## config.mk

```make
export PLATFORM = sky130hd
export DESIGN_NAME = avalon_st_fifo
export DESIGN_NICKNAME = d
export VERILOG_FILES = /design/src/rtl/avalon_st_fifo.sv
export SDC_FILE = /design/constraint.sdc
export NUM_CORES = 1
export LEC_CHECK = 0
export BUFFER_PORTS_ARGS = -buffer_cell sky130_fd_sc_hd__buf_4
export CAP_MARGIN = 40
export CORE_MARGIN = 5
export CORE_UTILIZATION = 50
export DETAILED_ROUTE_END_ITERATION = 7
export PLACE_DENSITY_LB_ADDON = 0.05
export SYNTH_ARGS = -nofsm -noshare
export SYNTH_HDL_FRONTEND = slang
export SYNTH_SLANG_ARGS = --single-unit
```

## constraint.sdc

```tcl
create_clock -name clk -period 28.9 [get_ports clk]
set_input_delay 1.445 -clock clk [delete_from_list [all_inputs] [get_ports clk]]
set_output_delay 1.445 -clock clk [all_outputs]
set_load 0.01 [all_outputs]
```

## src/rtl/avalon_st_fifo.sv

```systemverilog
// avalon_st_fifo: elastic beat FIFO between avalon_enforcer and an Avalon-ST sink.
// Define AVALON_FIFO_PKT_STATS_EN to add saturating packet/byte counters on the output side.
module avalon_st_fifo #(
    parameter int unsigned DATA_WIDTH_IN_BYTES = 16,
    parameter int unsigned DEPTH               = 8,
    parameter int unsigned ALMOST_FULL_LVL     = 6
) (
    input  logic                                   clk,
    input  logic                                   rst,
    // upstream (slave) stream
    input  logic                                   i_in_valid,
    output logic                                   o_in_rdy,
    input  logic [DATA_WIDTH_IN_BYTES*8-1:0]       i_in_data,
    input  logic                                   i_in_sop,
    input  logic                                   i_in_eop,
    input  logic [$clog2(DATA_WIDTH_IN_BYTES)-1:0] i_in_empty,
    // downstream (master) stream
    output logic                                   o_out_valid,
    input  logic                                   i_out_rdy,
    output logic [DATA_WIDTH_IN_BYTES*8-1:0]       o_out_data,
    output logic                                   o_out_sop,
    output logic                                   o_out_eop,
    output logic [$clog2(DATA_WIDTH_IN_BYTES)-1:0] o_out_empty,
    // status
    output logic [$clog2(DEPTH):0]                 o_fill_level,
    output logic                                   o_almost_full
`ifdef AVALON_FIFO_PKT_STATS_EN
    ,
    output logic [31:0]                            o_pkt_cnt,
    output logic [31:0]                            o_byte_cnt
`endif
);

    localparam int unsigned DATA_W  = DATA_WIDTH_IN_BYTES * 8;
    localparam int unsigned EMPTY_W = $clog2(DATA_WIDTH_IN_BYTES);
    localparam int unsigned IDX_W   = $clog2(DEPTH);
    localparam int unsigned PTR_W   = IDX_W + 1;

    logic [DATA_W-1:0]  r_mem_data  [DEPTH];
    logic [EMPTY_W-1:0] r_mem_empty [DEPTH];
    logic [DEPTH-1:0]   r_mem_sop;
    logic [DEPTH-1:0]   r_mem_eop;

    logic [PTR_W-1:0]   r_wr_ptr;
    logic [PTR_W-1:0]   r_rd_ptr;
    logic [PTR_W-1:0]   r_fill;
    logic               r_in_rdy;
    logic               r_out_valid;
    logic               r_almost_full;

    logic               w_wr;
    logic               w_rd;
    logic [PTR_W-1:0]   w_wr_ptr_next;
    logic [PTR_W-1:0]   w_rd_ptr_next;
    logic [PTR_W-1:0]   w_fill_next;
    logic [IDX_W-1:0]   w_wr_idx;
    logic [IDX_W-1:0]   w_rd_idx;

    assign w_wr     = i_in_valid && r_in_rdy;
    assign w_rd     = r_out_valid && i_out_rdy;
    assign w_wr_idx = r_wr_ptr[IDX_W-1:0];
    assign w_rd_idx = r_rd_ptr[IDX_W-1:0];

    // Pointer MSB separates full from empty, so the level is a plain difference.
    always_comb begin
        w_wr_ptr_next = r_wr_ptr;
        w_rd_ptr_next = r_rd_ptr;
        if (w_wr) w_wr_ptr_next = r_wr_ptr + PTR_W'(1);
        if (w_rd) w_rd_ptr_next = r_rd_ptr + PTR_W'(1);
        w_fill_next = w_wr_ptr_next - w_rd_ptr_next;
    end

    always_ff @(posedge clk or negedge rst) begin
        if (!rst) begin
            r_wr_ptr      <= '0;
            r_rd_ptr      <= '0;
            r_fill        <= '0;
            r_in_rdy      <= 1'b0;
            r_out_valid   <= 1'b0;
            r_almost_full <= 1'b0;
        end else begin
            r_wr_ptr      <= w_wr_ptr_next;
            r_rd_ptr      <= w_rd_ptr_next;
            r_fill        <= w_fill_next;
            r_in_rdy      <= (w_fill_next < PTR_W'(DEPTH));
            r_out_valid   <= (w_fill_next != '0);
            r_almost_full <= (w_fill_next >= PTR_W'(ALMOST_FULL_LVL));
        end
    end

    // Storage needs no reset: entries are only observed behind out.valid.
    always_ff @(posedge clk) begin
        if (w_wr) begin
            r_mem_data[w_wr_idx]  <= i_in_data;
            r_mem_empty[w_wr_idx] <= i_in_empty;
            r_mem_sop[w_wr_idx]   <= i_in_sop;
            r_mem_eop[w_wr_idx]   <= i_in_eop;
        end
    end

    assign o_in_rdy      = r_in_rdy;
    assign o_out_valid   = r_out_valid;
    assign o_out_data    = r_mem_data[w_rd_idx];
    assign o_out_empty   = r_mem_empty[w_rd_idx];
    assign o_out_sop     = r_mem_sop[w_rd_idx] & r_out_valid;
    assign o_out_eop     = r_mem_eop[w_rd_idx] & r_out_valid;
    assign o_fill_level  = r_fill;
    assign o_almost_full = r_almost_full;

`ifdef AVALON_FIFO_PKT_STATS_EN
    logic [31:0] r_pkt_cnt;
    logic [31:0] r_byte_cnt;
    logic [31:0] w_beat_bytes;
    logic [32:0] w_byte_sum;

    // Valid bytes of the head beat; the 33rd sum bit flags saturation.
    always_comb begin
        w_beat_bytes = 32'(DATA_WIDTH_IN_BYTES);
        if (o_out_eop) w_beat_bytes = 32'(DATA_WIDTH_IN_BYTES) - 32'(o_out_empty);
        w_byte_sum = {1'b0, r_byte_cnt} + {1'b0, w_beat_bytes};
    end

    always_ff @(posedge clk or negedge rst) begin
        if (!rst) begin
            r_pkt_cnt  <= '0;
            r_byte_cnt <= '0;
        end else if (w_rd) begin
            if (o_out_eop && (r_pkt_cnt != 32'hFFFF_FFFF)) r_pkt_cnt <= r_pkt_cnt + 32'd1;
            r_byte_cnt <= w_byte_sum[32] ? 32'hFFFF_FFFF : w_byte_sum[31:0];
        end
    end

    assign o_pkt_cnt  = r_pkt_cnt;
    assign o_byte_cnt = r_byte_cnt;
`endif

endmodule
```

==> impl_metrics.csv <==
group,metric,value,unit
status,run_status,"finished, final reports clean",
floorplan,ios,279,
cts,clk_latency,660,ps
placement,port_buffers,278,
synthesis,ys.flop_type,"edfxtp_1",
cts,cts_made_buffers,110,
synthesis,syn_nets,1759,
cts,ctsHtreeMaxLevel,3,
global_routing,busiest_layer,"met2",
floorplan,die_area,87700,sq um
route,routedWlPerCell,27.0,microns
placement,place_inst,2917,
synthesis,synth_area,41000,sq um
pwr,switchingPower,1.35,mW
final_layout,fillers,5856,
final_layout,nNetsFinal,2102,
floorplan,fp.dieW,296,microns
worst_setup_path,end_kind,"output port",
timing,finalWorstPathRequiredPeriod,6340,ps
synthesis,synth_edf_count,1072,
placement,dp_hpwl,43.4,mm
placement,gp_congestion,0.715,
cts,cts_root_buf,"clkbuf_16",
cts,cts_resized,0,
timing,skew,20.0,ps
route,via_count,17700,
pwr,power.density,100,nW/um^2
pwr,switching_share,0.281,
global_routing,grt_max_degree,126,
worst_setup_path,required,27450,ps
route,ant_nets,0,
final_layout,utilization,0.587,
synthesis,synth_top_family_by_area,"multiplexers",
synthesis,synth-simple-area-share,0.00275,
pwr,p_seq_frac,0.410,
worst_setup_path,crit_path_start_kind,"flop",
cts,hold_buffers,0,
pwr,power.internal,3.47,mW
timing,slew_viol_final,0,
cts,clockBufferDepth,3,
floorplan,core_area,81700,sq um
cts,postCtsSetupBuffers,0,
timing,setup_viol,0,
global_routing,grt_pass1_vias,19300,
global_routing,grt_usage,0.193,
worst_hold_path,hp-class,"flop to flop",
timing,fmax,158,MHz
timing,rsz0062_at_grt,"false",
synthesis,synth-seq-cells,1087,
flow_run,cap_violations,0,
cts,cts_sinks,1087,
worst_setup_path,critical_path_class,"flop to output port",
synthesis,ys_types,26,
pwr,leakage,15.5,nW
final_layout,drive_gt1_frac,0.425,
timing,tns,0,ps
pwr,max-vdd-ir-drop,0.0000688,V
route,vias_per_cell,5.65,
synthesis,synth_cells,1616,
synthesis,seq_area_frac_synth,0.795,
synthesis,yosysWarnings,0,
global_routing,grt_pass1_wl,125,mm
final_layout,area_growth,17.1,%
global_routing,met1_usage,0.256,
route,drtIter0Drc,1079,
timing,tightest_slew,983,ps
worst_setup_path,worstPathMaxFanout,48,
floorplan,dieHeight,296,microns
pwr,p_comb_frac,0.304,
cts,path_clk_slew,60,ps
route,drc,0,
synthesis,synthArstFlopShare,0.0138,
synthesis,synth_fa_ha_area_frac,0.00196,
global_routing,use_met3,0.0453,
synthesis,synth.avg_cell_area,25.3,sq um
cts,cts_tree,"yes",
synthesis,synth_xor_area_frac,0.00205,
timing,final-hold-violation-count,0,
floorplan,start_util,0.501,
route,routed_wl,84.3,mm
timing,maxSlewHeadroom,0.345,
timing,fin_crit_sh,0.219,
worst_setup_path,cp.arrival,4890,ps
synthesis,synth_mux_area_frac,0.185,
floorplan,row_count,105,
global_routing,grt_antenna_before_repair,10,
synthesis,synth-compound-area-share,0.000244,
final_layout,finalNonFillerCells,3128,
global_routing,grt_overflow_total,0,
route,drt_first_pass_iters,5,
global_routing,met2_usage,0.332,
pwr,clkPwrFrac,0.286,
metrics by stage:
step                setup WS (ps)  total power, mW  cell area [sq um]  hold WS [ps]
floorplan                   17230             2.96              41000           473
global placement            23070             3.48              44200           497
detailed placement          23200             3.52              44400           501
CTS                         22450             4.90              47900           517
global route                22300             5.05              48000           552
finish                      22560             4.82              48000           515
path summary, 6_finish.rpt:
path	from	to	slack (ps)	cells after the start
setup / recovery	flop	o_out_data[68]	22560	7
hold / removal	r_rd_ptr[3]	r_rd_ptr[3]	520	2
setup reg to reg	r_rd_ptr[0]	o_out_valid	25340	9
hold reg to reg	r_rd_ptr[3]	r_rd_ptr[3]	520	2
max in group asynchronous	rst	r_rd_ptr[2]	28060	1
min in group asynchronous	rst	o_out_valid	630	1
power groups by stage:
stage / registers (mW) / logic (mW) / clock network (mW)
4_1_cts: 1.98 / 1.51 / 1.41
3_5_place_dp: 2.02 / 1.50 / 0
3_3_place_gp: 2.01 / 1.47 / 0
6_report: 1.98 / 1.46 / 1.38
5_1_grt: 1.99 / 1.58 / 1.48
2_1_floorplan: 1.99 / 0.971 / 0
synthesized netlist by cell type (2+ instances only):
library cell / number / area share
nand2_1: 5 / 0.00046
buf_2: 27 / 0.0033
nor3_1: 2 / 0.00024
inv_1: 10 / 0.00092
edfxtp_1: 1072 / 0.79
nand2b_1: 2 / 0.00031
mux2_2: 134 / 0.037
nor2_1: 7 / 0.00064
xor2_1: 2 / 0.00043
buf_6: 24 / 0.0066
dfrtp_1: 15 / 0.0092
clkbuf_1: 16 / 0.0015
mux2i_1: 2 / 0.00049
buf_1: 8 / 0.00073
nand3_1: 4 / 0.00049
xnor2_1: 5 / 0.0011
ha_1: 4 / 0.0012
nor2b_1: 2 / 0.00031
mux4_2: 268 / 0.15
kinds of logic after synthesis:
kind of cell,after synthesis
AOI/OAI and AO/OA,2
adders and majority gates,6
xor gates and xnor gates,8
DFF,1087
buffers and inverters,85
and+or+nand+nor,24
muxes,404
state kept, by name (all words and copies together) (netlist names), named ones only:
name,cells
r_mem_data,1024
r_rd_ptr,3
r_mem_empty,32
o_in_rdy,1
r_wr_ptr,4
r_mem_sop,8
o_out_valid,1
o_fill_level,4
r_mem_eop,8
o_almost_full,1
layer usage:
layer | vias to the layer above | part of all wire
li1 | 7640 | -
met1 | 9551 | 0.41
met2 | 350 | 0.52
met3 | 125 | 0.053
met4 | 6 | 0.020
met5 | - | 0.00051
worst max-delay path, cell delays in order (launching register included):
cell	delay [ps]
dfrtp_4	880
buf_4	760
buf_4	650
buf_12	310
buf_4	590
mux4_2	410
mux2_2	300
buf_4	150
cell usage in the layout, fill, tap and decap left out, drive strengths merged, types with 4 or more instances in the layout:
| cell type | n |
|---|---|
| clkbuf | 144 |
| buf | 306 |
| mux2 | 134 |
| nand2 | 5 |
| diode | 7 |
| nor2 | 7 |
| nand3 | 4 |
| mux4 | 268 |
| inv | 14 |
| xnor2 | 5 |
| edfxtp | 1072 |
| dfrtp | 15 |
| clkinvlp | 5 |
| bufinv | 10 |
| ha | 4 |
| clkinv | 41 |
layout make-up:
class	instances	area (sq um)	share of cell area
multi-input cells	444	7910	0.165
clock inverters	60	594	0.0124
flip-flops and latches	1087	32600	0.679
well taps	1070	1340	0.0279
diodes	7	17.5	0.000365
inverters	10	37.5	0.000783
clock buffers	144	2930	0.0611
repair buffers	306	2560	0.0534
Note: power is estimated with default switching activity, not from simulation.
